**src/rtl/ws2812_frame_sched.sv**
```systemverilog
// rtl/ws2812_frame_sched.sv - WS2812B frame scheduler: pixel buffer, pixel streaming, latch gap and auto-refresh
`timescale 1ns/1ps

module ws2812_frame_sched #(
    parameter int NUM_LEDS       = 8,
    parameter int ADDR_W         = 3,
    parameter int LATCH_CYCLES   = 1350,
    parameter int REFRESH_CYCLES = 900000
) (
    input  logic              clk,
    input  logic              rst_n,
    input  logic              wr_en,
    input  logic [ADDR_W-1:0] wr_addr,
    input  logic [23:0]       wr_data,
    input  logic              frame_req,
    output logic              px_valid,
    output logic [23:0]       px_data,
    input  logic              px_ready,
    input  logic              ser_idle,
    output logic              busy,
    output logic              frame_done
);

    localparam int LT_W = (LATCH_CYCLES > 1) ? $clog2(LATCH_CYCLES) : 1;
    localparam int RC_W = (REFRESH_CYCLES > 1) ? $clog2(REFRESH_CYCLES) : 1;
    localparam bit REFRESH_EN = (REFRESH_CYCLES > 0);

    localparam logic [ADDR_W-1:0] LAST_IDX     = ADDR_W'(NUM_LEDS - 1);
    localparam logic [ADDR_W:0]   NUM_IDX      = (ADDR_W + 1)'(NUM_LEDS);
    localparam logic [LT_W-1:0]   LATCH_LAST   = LT_W'(LATCH_CYCLES - 1);
    localparam logic [RC_W-1:0]   REFRESH_LAST = RC_W'((REFRESH_CYCLES > 0) ? REFRESH_CYCLES - 1 : 0);

    typedef enum logic [1:0] {
        IDLE  = 2'd0,
        SEND  = 2'd1,
        DRAIN = 2'd2,
        LATCH = 2'd3
    } state_t;

    state_t              state;
    logic [23:0]         pix_buf [NUM_LEDS];
    logic [ADDR_W-1:0]   idx;
    logic [LT_W-1:0]     latch_cnt;
    logic [RC_W-1:0]     refresh_cnt;
    logic                pending;
    logic                drain_first;

    logic                wr_ok;
    logic                refresh_hit;
    logic                start;
    logic                handshake;
    logic [ADDR_W-1:0]   nxt_idx;

    assign wr_ok       = wr_en && ({1'b0, wr_addr} < NUM_IDX);
    assign refresh_hit = REFRESH_EN && (refresh_cnt == REFRESH_LAST);
    assign start       = (state == IDLE) && (frame_req || pending || refresh_hit);
    assign handshake   = px_valid && px_ready;
    assign nxt_idx     = idx + ADDR_W'(1);

    // Out-of-range addresses are dropped so the chain length stays fixed.
    always_ff @(posedge clk or negedge rst_n) begin
        if (!rst_n) begin
            for (int i = 0; i < NUM_LEDS; i++) begin
                pix_buf[i] <= '0;
            end
        end else if (wr_ok) begin
            pix_buf[wr_addr] <= wr_data;
        end
    end

    always_ff @(posedge clk or negedge rst_n) begin
        if (!rst_n) begin
            state       <= IDLE;
            idx         <= '0;
            latch_cnt   <= '0;
            refresh_cnt <= '0;
            pending     <= 1'b0;
            drain_first <= 1'b0;
            px_valid    <= 1'b0;
            px_data     <= '0;
            busy        <= 1'b0;
            frame_done  <= 1'b0;
        end else begin
            frame_done <= 1'b0;

            // The refresh counter parks at its terminal value until a frame starts.
            if (start) begin
                refresh_cnt <= '0;
            end else if (REFRESH_EN && !refresh_hit) begin
                refresh_cnt <= refresh_cnt + RC_W'(1);
            end

            if (start) begin
                pending <= 1'b0;
            end else if (frame_req || refresh_hit) begin
                pending <= 1'b1;
            end

            case (state)
                IDLE: begin
                    if (start) begin
                        idx      <= '0;
                        px_data  <= (wr_ok && (wr_addr == '0)) ? wr_data : pix_buf[0];
                        px_valid <= 1'b1;
                        busy     <= 1'b1;
                        state    <= SEND;
                    end
                end

                SEND: begin
                    if (handshake) begin
                        if (idx != LAST_IDX) begin
                            idx     <= nxt_idx;
                            // A write landing on the next pixel in this cycle is forwarded.
                            px_data <= (wr_ok && (wr_addr == nxt_idx)) ? wr_data : pix_buf[nxt_idx];
                        end else begin
                            px_valid    <= 1'b0;
                            drain_first <= 1'b1;
                            state       <= DRAIN;
                        end
                    end
                end

                DRAIN: begin
                    // ser_idle may still reflect the pre-handshake idle state on entry.
                    drain_first <= 1'b0;
                    if (!drain_first && ser_idle) begin
                        latch_cnt <= '0;
                        state     <= LATCH;
                    end
                end

                LATCH: begin
                    if (latch_cnt == LATCH_LAST) begin
                        busy       <= 1'b0;
                        frame_done <= 1'b1;
                        state      <= IDLE;
                    end else begin
                        latch_cnt <= latch_cnt + LT_W'(1);
                    end
                end

                default: begin
                    state <= IDLE;
                end
            endcase
        end
    end

endmodule

```
**config.mk**
```make
export PLATFORM = sky130hd
export DESIGN_NAME = ws2812_frame_sched
export DESIGN_NICKNAME = d
export VERILOG_FILES = /design/src/rtl/ws2812_frame_sched.sv
export SDC_FILE = /design/constraint.sdc
export NUM_CORES = 1
export LEC_CHECK = 0
export ABC_AREA = 1
export CORE_MARGIN = 4
export CORE_UTILIZATION = 40
export DETAILED_ROUTE_END_ITERATION = 7
export GPL_ROUTABILITY_DRIVEN = 1
export SLEW_MARGIN = 30
export SYNTH_ARGS = -nofsm -noshare
export SYNTH_HDL_FRONTEND = slang
export SYNTH_SLANG_ARGS = --single-unit
```
**constraint.sdc**
```tcl
create_clock -name clk -period 2.2 [get_ports clk]
set_input_delay 0.44 -clock clk [delete_from_list [all_inputs] [get_ports clk]]
set_output_delay 0.44 -clock clk [all_outputs]
set_load 0.005 [all_outputs]
```
==> impl_metrics.csv, run 1 <==
group,metric,value,unit
timing,finalSetupViolCount,0,
setup_path,worstPathArrival,2490,ps
power,power.leakage,7.20,nW
place,dpl.hpwl,22300,um
clock_network,postCtsSetupRepairBufs,0,
routing,first_pass_iters,5,
final_layout,n_antenna_cell,0,
timing,tightestPinTransition,548,ps
final_layout,fin_cells,2120,
setup_path,crit_type,"reg -> reg",
setup_path,crit_start,"idx[0]$_DFFE_PN0P_",
die,initial_core_util,0.410,
place,port_buffers,59,
die,die_w,186,um
power,cellPowerDensity,1240,nW/um^2
global_routing,antenna_found_initial,0,
timing,hold_viol_final,0,
die,coreArea,31000,sq um
synth,synth_fp_nets,1694,
synth,synth_commonest_cells,"565 x nand2_1, 257 x dfrtp_1, 207 x o21ai_0",
timing,fin_skew,28.4,ps
die,dieArea,34700,sq um
timing,rsz0062_at_grt,"no",
timing,report.final.slew_viol_count,0,
timing,max-slew-margin-rel,0.635,
place,dp_slack,79.0,ps
routing,num_vias,10900,
clock_network,clk_latency,570,ps
final_layout,area_delta_synth_final,18.0,%
timing,fmax,492,MHz
clock_network,cts_tree,"yes",
routing,avgViaCountPerCell,5.14,
final_layout,final_core_util,0.484,
global_routing,grt_pass1_wl,56700,um
synth,ys_ff_latch,257,
die,ios,60,
clock_network,clk_path_buf_depth,3,
synth,synth_edf_count,0,
synth,ys.flop_type,"dfrtp_1",
routing,wl_per_cell,16.2,um
clock_network,htreeDepth,1,
synth,async_flop_share,1.00,
timing,fin_crit_sh,0.924,
routing,drt_iter0_drc,836,
power,ir_worst_vdd,0.929,mV
worst_hold_path,hold_path.class,"in -> async",
timing,finalSetupTns,0,ps
global_routing,grt_max_degree,67,
synth,yosysSeqAreaShare,0.506,
setup_path,timing.rr.start,"idx[0]$_DFFE_PN0P_",
synth,yosysUniqueCellTypes,36,
job,maxCapViolCount,0,
final_layout,nFillCells,3019,
global_routing,overflow,0,
setup_path,cp-end-kind,"flip-flop",
place,routabilityCongestion,0.872,
final_layout,drive_above_1_share,0.0841,
global_routing,grt_util_all_layers,0.201,
global_routing,grt_pass1_vias,10500,
synth,synth.most_common_cell,"nand2_1",
clock_network,cts_inserted_buffers,30,
routing,drc,0,
routing,finalWirelength,34400,um
power,power,0.0186,W
synth,syn-instance-count,1651,
place,dp_cells,2064,
routing,antenna_left,0,
setup_path,worstPathRequired,2650,ps
synth,avgSynthCellArea,7.69,sq um
clock_network,clock_sinks,257,
die,die_h,186,um
setup_path,start_kind,"flip-flop",
synth,yosysTopAreaCell,"dfrtp_1",
synth,netlist.area_leader.share,0.506,
setup_path,path_max_fanout,22,
timing,finalWorstSetupSlack,167,ps
clock_network,clk_pin_slew_worst_paths,60,ps
synth,yosysWarnings,0,
synth,mappedNetlistArea,12700,sq um
clock_network,cts_root_buf,"clkbuf_16",
timing,post-route-min-period,2030,ps
die,row_count,64,
outcome,status,"finished, final reports clean",
final_layout,finalNetCount,1744,
synth,yosys-top-cells-area,"dfrtp_1 51%, nand2_1 17%, o21ai_0 8.2%, nand3_1 7.5%, nor2_1 3.2%",
## cell usage in the layout (no fill, tap or decap), drive strengths merged, types with 2 or more instances in the layout
cell / synthesis / layout
o21ai: 226 / 226
nand4: 8 / 8
o211ai: 8 / 8
clkbuf: 34 / 40
bufinv: 0 / 7
clkdlybuf4s50: 0 / 58
nor2: 114 / 114
nand3: 192 / 192
nor3b: 2 / 2
a31oi: 2 / 2
nand2: 570 / 570
inv: 109 / 109
dfrtp: 257 / 257
a21oi: 21 / 21
clkinv: 2 / 9
buf: 62 / 55
nor3: 12 / 12
xnor2: 4 / 4
o31ai: 2 / 2
ha: 10 / 10
xor2: 11 / 11
and3: 2 / 2
## worst max-delay path: stages, from the launching register on
cell     delay (ps)
dfrtp_4         500
ha_2            210
ha_4            310
inv_2            40
nand2_1          60
nand2_1          90
nor2_4          150
nand2_4          80
buf_12          170
nand2_1          80
nor2_1           40
nor2_1          110
o21ai_1          90
## cells by family after synthesis
family | share of synthesized area
compound gates | 0.107
xor+xnor | 0.0103
flops | 0.506
buf+inv | 0.0718
fa+ha+maj | 0.00985
simple gates | 0.295
## repair_timing
item,CTS,global route
setup endpoints to repair,0,24
endpoints found under the hold margin,55,0
resized for setup,0,4
hold buffers,1,0
## final cells by class
| class | instances | area [sq um] | area share |
|---|---|---|---|
| flip-flops and latches | 257 | 6430 | 0.429 |
| multi-input cells | 1187 | 5380 | 0.359 |
| repair buffers | 114 | 1140 | 0.0763 |
| clock buffers | 40 | 848 | 0.0566 |
| well taps | 396 | 495 | 0.0331 |
| inverters | 111 | 418 | 0.0279 |
| clock inverters | 15 | 264 | 0.0176 |
## sequential cells by signal, indices dropped and copies added, names as in the netlist
signal,count
frame_done,1
busy,1
pix_buf,192
px_data,24
latch_cnt,11
refresh_cnt,20
pending,1
idx,3
state,2
px_valid,1
drain_first,1
## report_power, final
part           switching [W]  internal (W)
clock network        0.00205       0.00351
registers           0.000618       0.00573
logic                0.00418       0.00247
## per-stage QoR
step,hold WS (ps),area (sq um)
6_report,449,15000
5_1_grt,475,15000
4_1_cts,448,15000
3_5_place_dp,447,13800
3_3_place_gp,444,13800
2_1_floorplan,144,12700
## metal layers
| layer | vias up | share of wire | track usage |
|---|---|---|---|
| li1 | 5414 | - | - |
| met1 | 5188 | 0.50 | 0.307 |
| met2 | 245 | 0.43 | 0.303 |
| met3 | 52 | 0.052 | 0.0325 |
| met4 | 0 | 0.019 | 0.0417 |
| met5 | - | 0 | 0 |
## path summary, 6_finish.rpt
path | endpoint | slack [ps] | cells after the start
max reg2reg | px_data[7]$_DFFE_PN0P_ | 170 | 12
min in group clk | pix_buf[3]$_DFFE_PN0P_ | 470 | 3
max | px_data[7]$_DFFE_PN0P_ | 170 | 12
min | pix_buf[150]$_DFFE_PN0P_ | 450 | 2
max in group asynchronous | pix_buf[22]$_DFFE_PN0P_ | 1010 | 3
min reg2reg | busy$_DFFE_PN0P_ | 470 | 2
No activity file was read; power rests on OpenSTA's default activity.
==> run 2, diff against run 1 <==
Settings changed: CAP_MARGIN from default to 10.
Clock period 2.2 ns to 2.5 ns, I/O delays scaled along.
==> run 2 against run 1 <==
Worst setup slack improved by 74 ps. Largest cell class unchanged. Design area fell by 1.4%. Die area did not move. Sequential power fell by 12%. Critical path depth did not move. Register-to-register slack improved by 70 ps. Final cell count fell by 0.52%. Via count rose by 1.0%.
==> impl_metrics.csv, run 2 (same netlist as run 1, synthesis figures left out) <==
group,metric,value,unit
clock_network,clk_path_buf_depth,3,
setup_path,r2r.worst_path.cells,12,
timing,finalSetupTns,0,ps
routing,finalWirelength,34800,um
clock_network,clock_sinks,257,
final_layout,largest_reg_flops,192,
outcome,status,"finished, final reports clean",
setup_path,path_max_fanout,16,
clock_network,cts_tree,"yes",
clock_network,cts_root_buf,"clkbuf_16",
die,die_h,186,um
routing,avgViaCountPerCell,5.22,
clock_network,htreeDepth,1,
power,p_comb_frac,0.365,
place,place_area,13700,sq um
global_routing,overflow,0,
die,row_count,64,
timing,post-route-min-period,2260,ps
power,power_frac_clock,0.282,
power,power.leakage,7.09,nW
timing,rsz0062_at_grt,"no",
worst_hold_path,min_delay_path_depth,2,
final_layout,final_cell_area,14800,sq um
setup_path,worstPathRequired,2930,ps
final_layout,top_register,"pix_buf",
die,initial_core_util,0.410,
clock_network,clk_pin_slew_worst_paths,60,ps
timing,finalWorstSetupSlack,242,ps
setup_path,start_kind,"flip-flop",
final_layout,multi_input_area,5380,sq um
power,power,0.0159,W
final_layout,area_delta_synth_final,16.4,%
clock_network,cts_inserted_buffers,30,
timing,fin_crit_sh,0.903,
routing,drc,0,
routing,num_vias,11000,
timing,fmax,443,MHz
power,switching_share,0.380,
power,cellPowerDensity,1070,nW/um^2
worst_hold_path,hold_path.class,"reg -> reg",
final_layout,nFillCells,3022,
final_layout,n_antenna_cell,0,
final_layout,top_regs,"pix_buf: 192 flops, px_data: 24 flops, refresh_cnt: 20 flops",
die,ios,60,
final_layout,final_common_cell,"nand2_1",
global_routing,grt_pass1_vias,10500,
timing,report.final.slew_viol_count,0,
power,ir_worst_vdd,0.726,mV
place,routabilityCongestion,0.830,
routing,first_pass_iters,5,
power,switchingPower,0.00603,W
clock_network,clk_latency,580,ps
global_routing,grt_pass1_wl,57400,um
final_layout,finalNetCount,1732,
timing,finalSetupViolCount,0,
job,maxCapViolCount,0,
die,dieArea,34700,sq um
setup_path,worstPathArrival,2690,ps
power,p_int,0.00983,W
final_layout,mostFrequentLayoutCells,"564 x nand2_1, 256 x dfrtp_1, 207 x o21ai_0",
power,p_seq_frac,0.353,
die,coreArea,31000,sq um
global_routing,grt_util_all_layers,0.204,
global_routing,grt_max_degree,108,
global_routing,antenna_found_initial,0,
final_layout,seq_area,6430,sq um
place,dp_slack,183,ps
place,dpl.hpwl,21800,um
timing,fin_skew,38.9,ps
final_layout,drive_above_1_share,0.0753,
final_layout,final_core_util,0.477,
die,die_w,186,um
routing,antenna_left,0,
setup_path,cp-end-kind,"flip-flop",
routing,drt_iter0_drc,788,
timing,hold_viol_final,0,
timing,max-slew-margin-rel,0.610,
routing,wl_per_cell,16.5,um
setup_path,crit_type,"reg -> reg",
timing,tightestPinTransition,585,ps
place,port_buffers,59,
## run 2: changes by cell type in the layout (fill, tap and decap cells not counted), sizes merged
cell	change
bufinv	-4
clkbuf	+4
clkinvlp	-1
clkinv	+2
buf	-12
## run 2: final cells by class
type,instances,share of cell area
flip-flops and latches,257,0.435
clock inverters,12,0.0108
clock buffers,44,0.0584
multi-input cells,1187,0.364
inverters,111,0.0283
well taps,396,0.0335
repair buffers,102,0.0699
## run 2: power groups by stage
stage / sequential [W] / clock [W] / combinational (W)
after floorplan: 0.00549 / 0 / 0.00399
after global placement: 0.00563 / 0 / 0.00575
after detailed placement: 0.00564 / 0 / 0.00582
after CTS: 0.00558 / 0.00457 / 0.00584
after global routing: 0.00569 / 0.00476 / 0.00658
final: 0.00559 / 0.00447 / 0.00579
## run 2: what timing repair did
item / in CTS / in global routing
hold endpoints to repair: 57 / 0
endpoints found under the setup margin: 0 / 1
resized for setup: 0 / 1
buffers inserted: 0 / 0
hold buffers: 1 / 0
## run 2: path summary, 6_finish.rpt
path,start,to,slack (ps)
min reg2reg,busy$_DFFE_PN0P_,busy$_DFFE_PN0P_,480
min in group asynchronous,rst_n,latch_cnt[0]$_DFFE_PN0P_,490
max reg2reg,idx[0]$_DFFE_PN0P_,px_data[22]$_DFFE_PN0P_,240
max in group asynchronous,rst_n,pix_buf[64]$_DFFE_PN0P_,1280
min,busy$_DFFE_PN0P_,busy$_DFFE_PN0P_,480
max,idx[0]$_DFFE_PN0P_,px_data[22]$_DFFE_PN0P_,240
## run 2: layer usage
| metal | wire length (um) | track usage | part of all wire | vias up |
|---|---|---|---|---|
| li1 | - | - | - | 5401 |
| met4 | 679 | 0.0461 | 0.020 | 0 |
| met3 | 2090 | 0.0344 | 0.060 | 51 |
| met2 | 14900 | 0.310 | 0.43 | 293 |
| met5 | 0 | 0 | 0 | - |
| met1 | 17200 | 0.308 | 0.49 | 5263 |
## run 2: stage by stage
step,hold slack (ps),std cells
final,478,2109
after global routing,495,2109
after CTS,484,2109
after detailed placement,469,2052
after global placement,459,2052
after floorplan,204,1651
## run 2: worst max-delay path: stages (launching register included)
cell and delay [ps]:
dfrtp_4 490, ha_2 190, ha_1 400, inv_2 60
nand2_1 60, nand2_1 80, nor2_4 160, buf_4 280
nand3_1 110, nand3_1 100, nand2_1 60, nand2_1 60
nand2_1 60
